## src/rtl/multi_byte_sub_add_seq_pkg.sv

```systemverilog
// Shared definitions for the multi-byte add/subtract sequencer:
// controller state encoding and the default operand width in bytes.
package multi_byte_sub_add_seq_pkg;

  localparam int unsigned NBYTES_DEF = 4;
  localparam int unsigned IDXW_DEF   = 4;

  typedef enum logic [1:0] {
    IDLE = 2'b00,
    RUN  = 2'b01,
    FIN  = 2'b10
  } state_t;

endpackage

```

## src/rtl/multi_byte_sub_add_seq_if.sv

```systemverilog
// Host-facing handshake and operand/result bus of the sequencer.
// The host drives through master; the sequencer receives through slave.
interface multi_byte_sub_add_seq_if #(
  parameter int unsigned NBYTES = 4
);
  logic                  START;
  logic [8*NBYTES-1:0]   OP_A;
  logic [8*NBYTES-1:0]   OP_B;
  logic                  SUB_ADD;
  logic                  B_CIN;
  logic                  BUSY;
  logic                  DONE;
  logic [8*NBYTES-1:0]   RESULT;
  logic                  B_COUT;

  modport master (
    output START, OP_A, OP_B, SUB_ADD, B_CIN,
    input  BUSY, DONE, RESULT, B_COUT
  );

  modport slave (
    input  START, OP_A, OP_B, SUB_ADD, B_CIN,
    output BUSY, DONE, RESULT, B_COUT
  );

endinterface

```

## src/rtl/multi_byte_sub_add_seq_byte_select_mux.sv

```systemverilog
// Picks byte idx of both latched operands for the 8-bit stage; outputs zero
// when disabled so the stage sees quiet inputs outside an operation.
module byte_select_mux #(
  parameter int unsigned NBYTES = 4,
  parameter int unsigned IDXW   = 4
) (
  input  logic                en,
  input  logic [IDXW-1:0]     idx,
  input  logic [8*NBYTES-1:0] op_a,
  input  logic [8*NBYTES-1:0] op_b,
  output logic [7:0]          byte_a,
  output logic [7:0]          byte_b
);

  always_comb begin
    byte_a = '0;
    byte_b = '0;
    if (en) begin
      for (int unsigned k = 0; k < NBYTES; k++) begin
        if (idx == IDXW'(k)) begin
          byte_a = op_a[8*k +: 8];
          byte_b = op_b[8*k +: 8];
        end
      end
    end
  end

endmodule

```

## src/rtl/multi_byte_sub_add_seq.sv

```systemverilog
// Runs an NBYTES-wide add/subtract through an external combinational 8-bit
// stage, one byte per clock, LSB first, with a start/busy/done handshake.
module multi_byte_sub_add_seq
  import multi_byte_sub_add_seq_pkg::*;
#(
  parameter int unsigned NBYTES = NBYTES_DEF,
  parameter int unsigned IDXW   = IDXW_DEF
) (
  input  logic                       CLK,
  input  logic                       RST,
  multi_byte_sub_add_seq_if.slave    host,
  output logic [7:0]                 STG_A,
  output logic [7:0]                 STG_B,
  output logic                       STG_CIN,
  output logic                       STG_SUB_ADD,
  input  logic [7:0]                 STG_D_S,
  input  logic                       STG_COUT
);

  localparam logic [IDXW-1:0] LAST_IDX = IDXW'(NBYTES - 1);

  state_t              state;
  logic [IDXW-1:0]     idx;
  logic                carry;
  logic                sub_q;
  logic [8*NBYTES-1:0] op_a_q;
  logic [8*NBYTES-1:0] op_b_q;
  logic                run;

  assign run = (state == RUN);

  byte_select_mux #(
    .NBYTES (NBYTES),
    .IDXW   (IDXW)
  ) u_byte_select_mux (
    .en     (run),
    .idx    (idx),
    .op_a   (op_a_q),
    .op_b   (op_b_q),
    .byte_a (STG_A),
    .byte_b (STG_B)
  );

  always_comb begin
    STG_CIN     = run & carry;
    STG_SUB_ADD = run & sub_q;
  end

  always_ff @(posedge CLK) begin
    if (RST) begin
      state       <= IDLE;
      idx         <= '0;
      carry       <= 1'b0;
      sub_q       <= 1'b0;
      op_a_q      <= '0;
      op_b_q      <= '0;
      host.BUSY   <= 1'b0;
      host.DONE   <= 1'b0;
      host.RESULT <= '0;
      host.B_COUT <= 1'b0;
    end else begin
      host.DONE <= 1'b0;
      case (state)
        IDLE: begin
          if (host.START) begin
            op_a_q    <= host.OP_A;
            op_b_q    <= host.OP_B;
            sub_q     <= host.SUB_ADD;
            carry     <= host.B_CIN;
            idx       <= '0;
            host.BUSY <= 1'b1;
            state     <= RUN;
          end
        end
        RUN: begin
          for (int unsigned k = 0; k < NBYTES; k++) begin
            if (idx == IDXW'(k)) host.RESULT[8*k +: 8] <= STG_D_S;
          end
          carry <= STG_COUT;
          idx   <= idx + 1'b1;
          if (idx == LAST_IDX) begin
            // Final carry and DONE are registered on the last RUN edge so
            // both are already valid throughout the FIN cycle.
            host.B_COUT <= STG_COUT;
            host.DONE   <= 1'b1;
            host.BUSY   <= 1'b0;
            state       <= FIN;
          end
        end
        FIN: begin
          idx   <= '0;
          state <= IDLE;
        end
        default: state <= IDLE;
      endcase
    end
  end

endmodule

```

## src/flat_wrapper.sv

```systemverilog
// flat-port wrapper written by rule: the top's interface ports become plain ports
module multi_byte_sub_add_seq_flat import multi_byte_sub_add_seq_pkg::*;
#(
  parameter int unsigned NBYTES = NBYTES_DEF,
  parameter int unsigned IDXW   = IDXW_DEF
)
  (CLK, RST, STG_A, STG_B, STG_CIN, STG_SUB_ADD, STG_D_S, STG_COUT, host_START, host_OP_A, host_OP_B, host_SUB_ADD, host_B_CIN, host_BUSY, host_DONE, host_RESULT, host_B_COUT);
  multi_byte_sub_add_seq_if #(.NBYTES(NBYTES)) host_i ();
  input  logic CLK;
  input  logic RST;
  output logic [7:0] STG_A;
  output logic [7:0] STG_B;
  output logic STG_CIN;
  output logic STG_SUB_ADD;
  input  logic [7:0] STG_D_S;
  input  logic STG_COUT;
  input wire logic [$bits(host_i.START)-1:0] host_START;
  input wire logic [$bits(host_i.OP_A)-1:0] host_OP_A;
  input wire logic [$bits(host_i.OP_B)-1:0] host_OP_B;
  input wire logic [$bits(host_i.SUB_ADD)-1:0] host_SUB_ADD;
  input wire logic [$bits(host_i.B_CIN)-1:0] host_B_CIN;
  output wire logic [$bits(host_i.BUSY)-1:0] host_BUSY;
  output wire logic [$bits(host_i.DONE)-1:0] host_DONE;
  output wire logic [$bits(host_i.RESULT)-1:0] host_RESULT;
  output wire logic [$bits(host_i.B_COUT)-1:0] host_B_COUT;
  assign host_i.START = host_START;
  assign host_i.OP_A = host_OP_A;
  assign host_i.OP_B = host_OP_B;
  assign host_i.SUB_ADD = host_SUB_ADD;
  assign host_i.B_CIN = host_B_CIN;
  assign host_BUSY = host_i.BUSY;
  assign host_DONE = host_i.DONE;
  assign host_RESULT = host_i.RESULT;
  assign host_B_COUT = host_i.B_COUT;
  multi_byte_sub_add_seq #(.NBYTES(NBYTES), .IDXW(IDXW)) u_core (.CLK(CLK), .RST(RST), .host(host_i), .STG_A(STG_A), .STG_B(STG_B), .STG_CIN(STG_CIN), .STG_SUB_ADD(STG_SUB_ADD), .STG_D_S(STG_D_S), .STG_COUT(STG_COUT));
endmodule
```

## config.mk

```make
export PLATFORM = sky130hd
export DESIGN_NAME = multi_byte_sub_add_seq_flat
export DESIGN_NICKNAME = d
export VERILOG_FILES = /design/src/rtl/multi_byte_sub_add_seq_pkg.sv /design/src/rtl/multi_byte_sub_add_seq_if.sv /design/src/rtl/multi_byte_sub_add_seq_byte_select_mux.sv /design/src/rtl/multi_byte_sub_add_seq.sv /design/src/flat_wrapper.sv
export SDC_FILE = /design/constraint.sdc
export NUM_CORES = 1
export LEC_CHECK = 0
export CORE_MARGIN = 2
export CORE_UTILIZATION = 35
export DETAILED_ROUTE_END_ITERATION = 16
export GPL_ROUTABILITY_DRIVEN = 0
export RECOVER_POWER = 100
export SYNTH_ARGS = -nofsm -noshare
export SYNTH_HDL_FRONTEND = slang
export SYNTH_HIERARCHICAL = 1
export SYNTH_SLANG_ARGS = --single-unit
```

## constraint.sdc

```tcl
create_clock -name CLK -period 2.3 [get_ports CLK]
set_input_delay 0.46 -clock CLK [delete_from_list [all_inputs] [get_ports CLK]]
set_output_delay 0.46 -clock CLK [all_outputs]
set_load 0.05 [all_outputs]
```

==> out/metrics.cfg <==
[yosys]
syn_area_sq_um=4510
yosys.area_share.simple_pct=20.2
yosys.cell_types.count=35
synth_cells=504
yosysWarnings=6
synth_compound_gate_area_share_pct=14.1
syn-num-nets=586
synth.mux.area_fraction_pct=12.4
synth_seq_cells=107
postSynth.asyncResetShare_pct=0
synth-xor-area-share_pct=0
synth_top_family_by_area=simple AND/OR/NAND/NOR gates
synth_ff_type=dfxtp_1
synth_edf_count=0
avgSynthCellArea_sq_um=8.95
ys_seq_area_share_pct=47.5
synthAdderAreaFrac_pct=1.11

[clocking]
clk_pin_slew_ns=0.07
cts_tree=yes
clkLatencyLatePin_ns=0.35
cts_root_buf=clkbuf_16
cts_sinks=107
cts-buffers-inserted=9
ctsLongestPathBuffers=2
htreeDepth=3

[global_routing]
grt_overflow_total=0
grt_pass1_vias=3874
grt_antenna_before_repair=0
grt_pass1_wl_microns=20000
track_usage_pct=18.0
grt_max_degree=68

[power]
pwr-share-clk_pct=33.3
p_int_w=0.00306
cellPowerDensity_nw_per_um2=631
p_leak_nw=2.41
seqPwrFrac_pct=47.5
p_comb_share_pct=19.2
p_sw_w=0.00115
sw_frac_of_total_pct=27.3
peakVddDrop_uv=297

[placed_design]
hpwl_microns=8640
portBuffers=130

[timing]
relSlewSlack_pct=38.8
rsz0062_at_grt=true
setup_viol=0
fin_worst_skew_ns=0.00668
clock.fmax_ghz=0.436
tightest_slew_ns=0.919
finalCritPeriodShare_pct=99.7
finalHoldViolCount=0
holdWs_ns=0.450
tns_ns=0
fin_crit_ns=2.29
slew_violations=0

[floorplanning]
rows=41
die_w_microns=118
initial_utilization_pct=35.8
core-area_sq_um=12600
die_y_microns=118
fp.dieArea_sq_um=13800
io-pin-count=131

[layout]
syn2layout_area_growth_pct=47.7
final_common_cell=nand2_1
n_antenna_cell=0
most-common-layout-cells=134 x nand2_1, 111 x clkdlybuf4s50_1, 102 x dfxtp_1
drive_above_1_share_pct=12.6
final_nets=703

[critical_path]
path_class=register to output pin
r2r_start=u_core/state[0]$_SDFFE_PP0P_
worstRegToRegCells=5
crit_start=u_core/state[0]$_SDFFE_PP0P_
crit_fanout=6
cp.arrival_ns=1.83
crit_required_ns=1.84
end_kind=output pin
cp-start-kind=register

[hold_path]
holdCritStartpoint=u_core/sub_q$_SDFFE_PP0P_
hold_depth=2
hp-class=register to register

[detailed_routing]
wl_microns=12500
routedWlPerCell_microns=15.6
vias=3860
drt_pass1_iterations=4
drc=0
drt-initial-drc-count=184
ant_nets=0
via_per_inst=4.84

[run_status]
status=complete, no violations

[job]
cap_violations=0

==> power groups by stage <==
stage / Combinational [W] / Clock (W) / Sequential (W)
2_1_floorplan: 0.000408 / 0 / 0.00208
3_3_place_gp: 0.000768 / 0 / 0.00203
3_5_place_dp: 0.000775 / 0 / 0.00204
4_1_cts: 0.000794 / 0.00145 / 0.00199
5_1_grt: 0.000863 / 0.00152 / 0.00201
6_report: 0.000808 / 0.00140 / 0.00200
==> worst paths after layout <==
kind,endpoint,slack (ns)
worst min-delay path,u_core/sub_q$_SDFFE_PP0P_,0.45
worst min register to register,u_core/sub_q$_SDFFE_PP0P_,0.45
worst max-delay path,STG_B[4],0.006
worst max register to register,u_core/host.RESULT[31]$_SDFFE_PP0P_,0.19
==> what timing repair did <==
| item | in CTS | in global routing |
|---|---|---|
| pin swaps | 0 | 2 |
| gates resized for setup | 4 | 9 |
| hold buffers | 0 | 0 |
| setup buffers | 2 | 1 |
| endpoints found under the setup margin | 16 | 16 |
| gates cloned | 0 | 1 |
==> per-stage QoR <==
stage / cells / utilization, % / total power, W / cell area (sq um) / worst slack (ns)
detailed placement: 778 / 49.9 / 0.00281 / 6290 / 0.205
global placement: 778 / 49.9 / 0.00280 / 6290 / 0.270
CTS: 796 / 52.3 / 0.00424 / 6610 / 0.0106
global route: 798 / 52.8 / 0.00439 / 6670 / -0.0383
finish: 798 / 52.8 / 0.00420 / 6670 / 0.00645
floorplan: 504 / - / 0.00249 / 4650 / 0.00988
==> final cells by class <==
cell class / instances / area [sq um]
Fill cell: 1165 / 5950
Multi-Input combinational cell: 353 / 2340
Sequential cell: 107 / 2150
Timing Repair Buffer: 146 / 1690
Clock buffer: 11 / 233
Tap cell: 172 / 215
Clock inverter: 5 / 30.0
Inverter: 4 / 15.0
==> registers in the layout (all words and copies together), names as in the netlist <==
signal and count:
u_core/host.B_COUT 1, u_core/idx 4, u_core/op_a_q 32, u_core/host.BUSY 1, u_core/op_b_q 32, u_core/sub_q 1
u_core/host.RESULT 32, u_core/carry 1, u_core/state 2, u_core/host.DONE 1
==> cells by family (layout without fill, tap and decap cells) <==
family | Yosys count | after routing
muxes | 56 | 56
buffers and inverters | 44 | 166
AOI/OAI and AO/OA | 101 | 101
DFF | 107 | 107
adders and majority gates | 4 | 4
and+or+nand+nor | 192 | 192
==> cell usage after synthesis, types with 2 or more instances <==
cell	n	area share, %
a21oi_1	68	7.5
a22o_1	9	1.7
a31oi_1	3	0.42
and2_1	5	0.69
buf_2	18	2.0
clkbuf_1	19	1.6
dfxtp_1	107	47
ha_1	4	1.1
inv_1	4	0.33
mux2i_1	56	12
nand2_1	134	11
nand2b_1	32	4.4
nand3_1	3	0.33
nor2_1	3	0.25
nor3_1	4	0.44
o22ai_1	6	0.83
o22ai_2	10	2.8
or4b_2	2	0.44
==> layer usage <==
layer | track usage (%) | wire length [microns] | vias to the layer above
met2 | 29.8 | 6010 | 80
li1 | - | - | 1937
met4 | 6.48 | 218 | 0
met5 | 0 | 0 | -
met1 | 23.1 | 5760 | 1827
met3 | 4.02 | 490 | 16
==> critical path, cell delays in order, from the launching register on <==
cell and delay (ns):
dfxtp_2 0.33, nor2b_4 0.13, or4b_4 0.52, clkbuf_16 0.21, o22ai_4 0.14, buf_12 0.16
No activity file was read; power rests on OpenSTA's default activity.
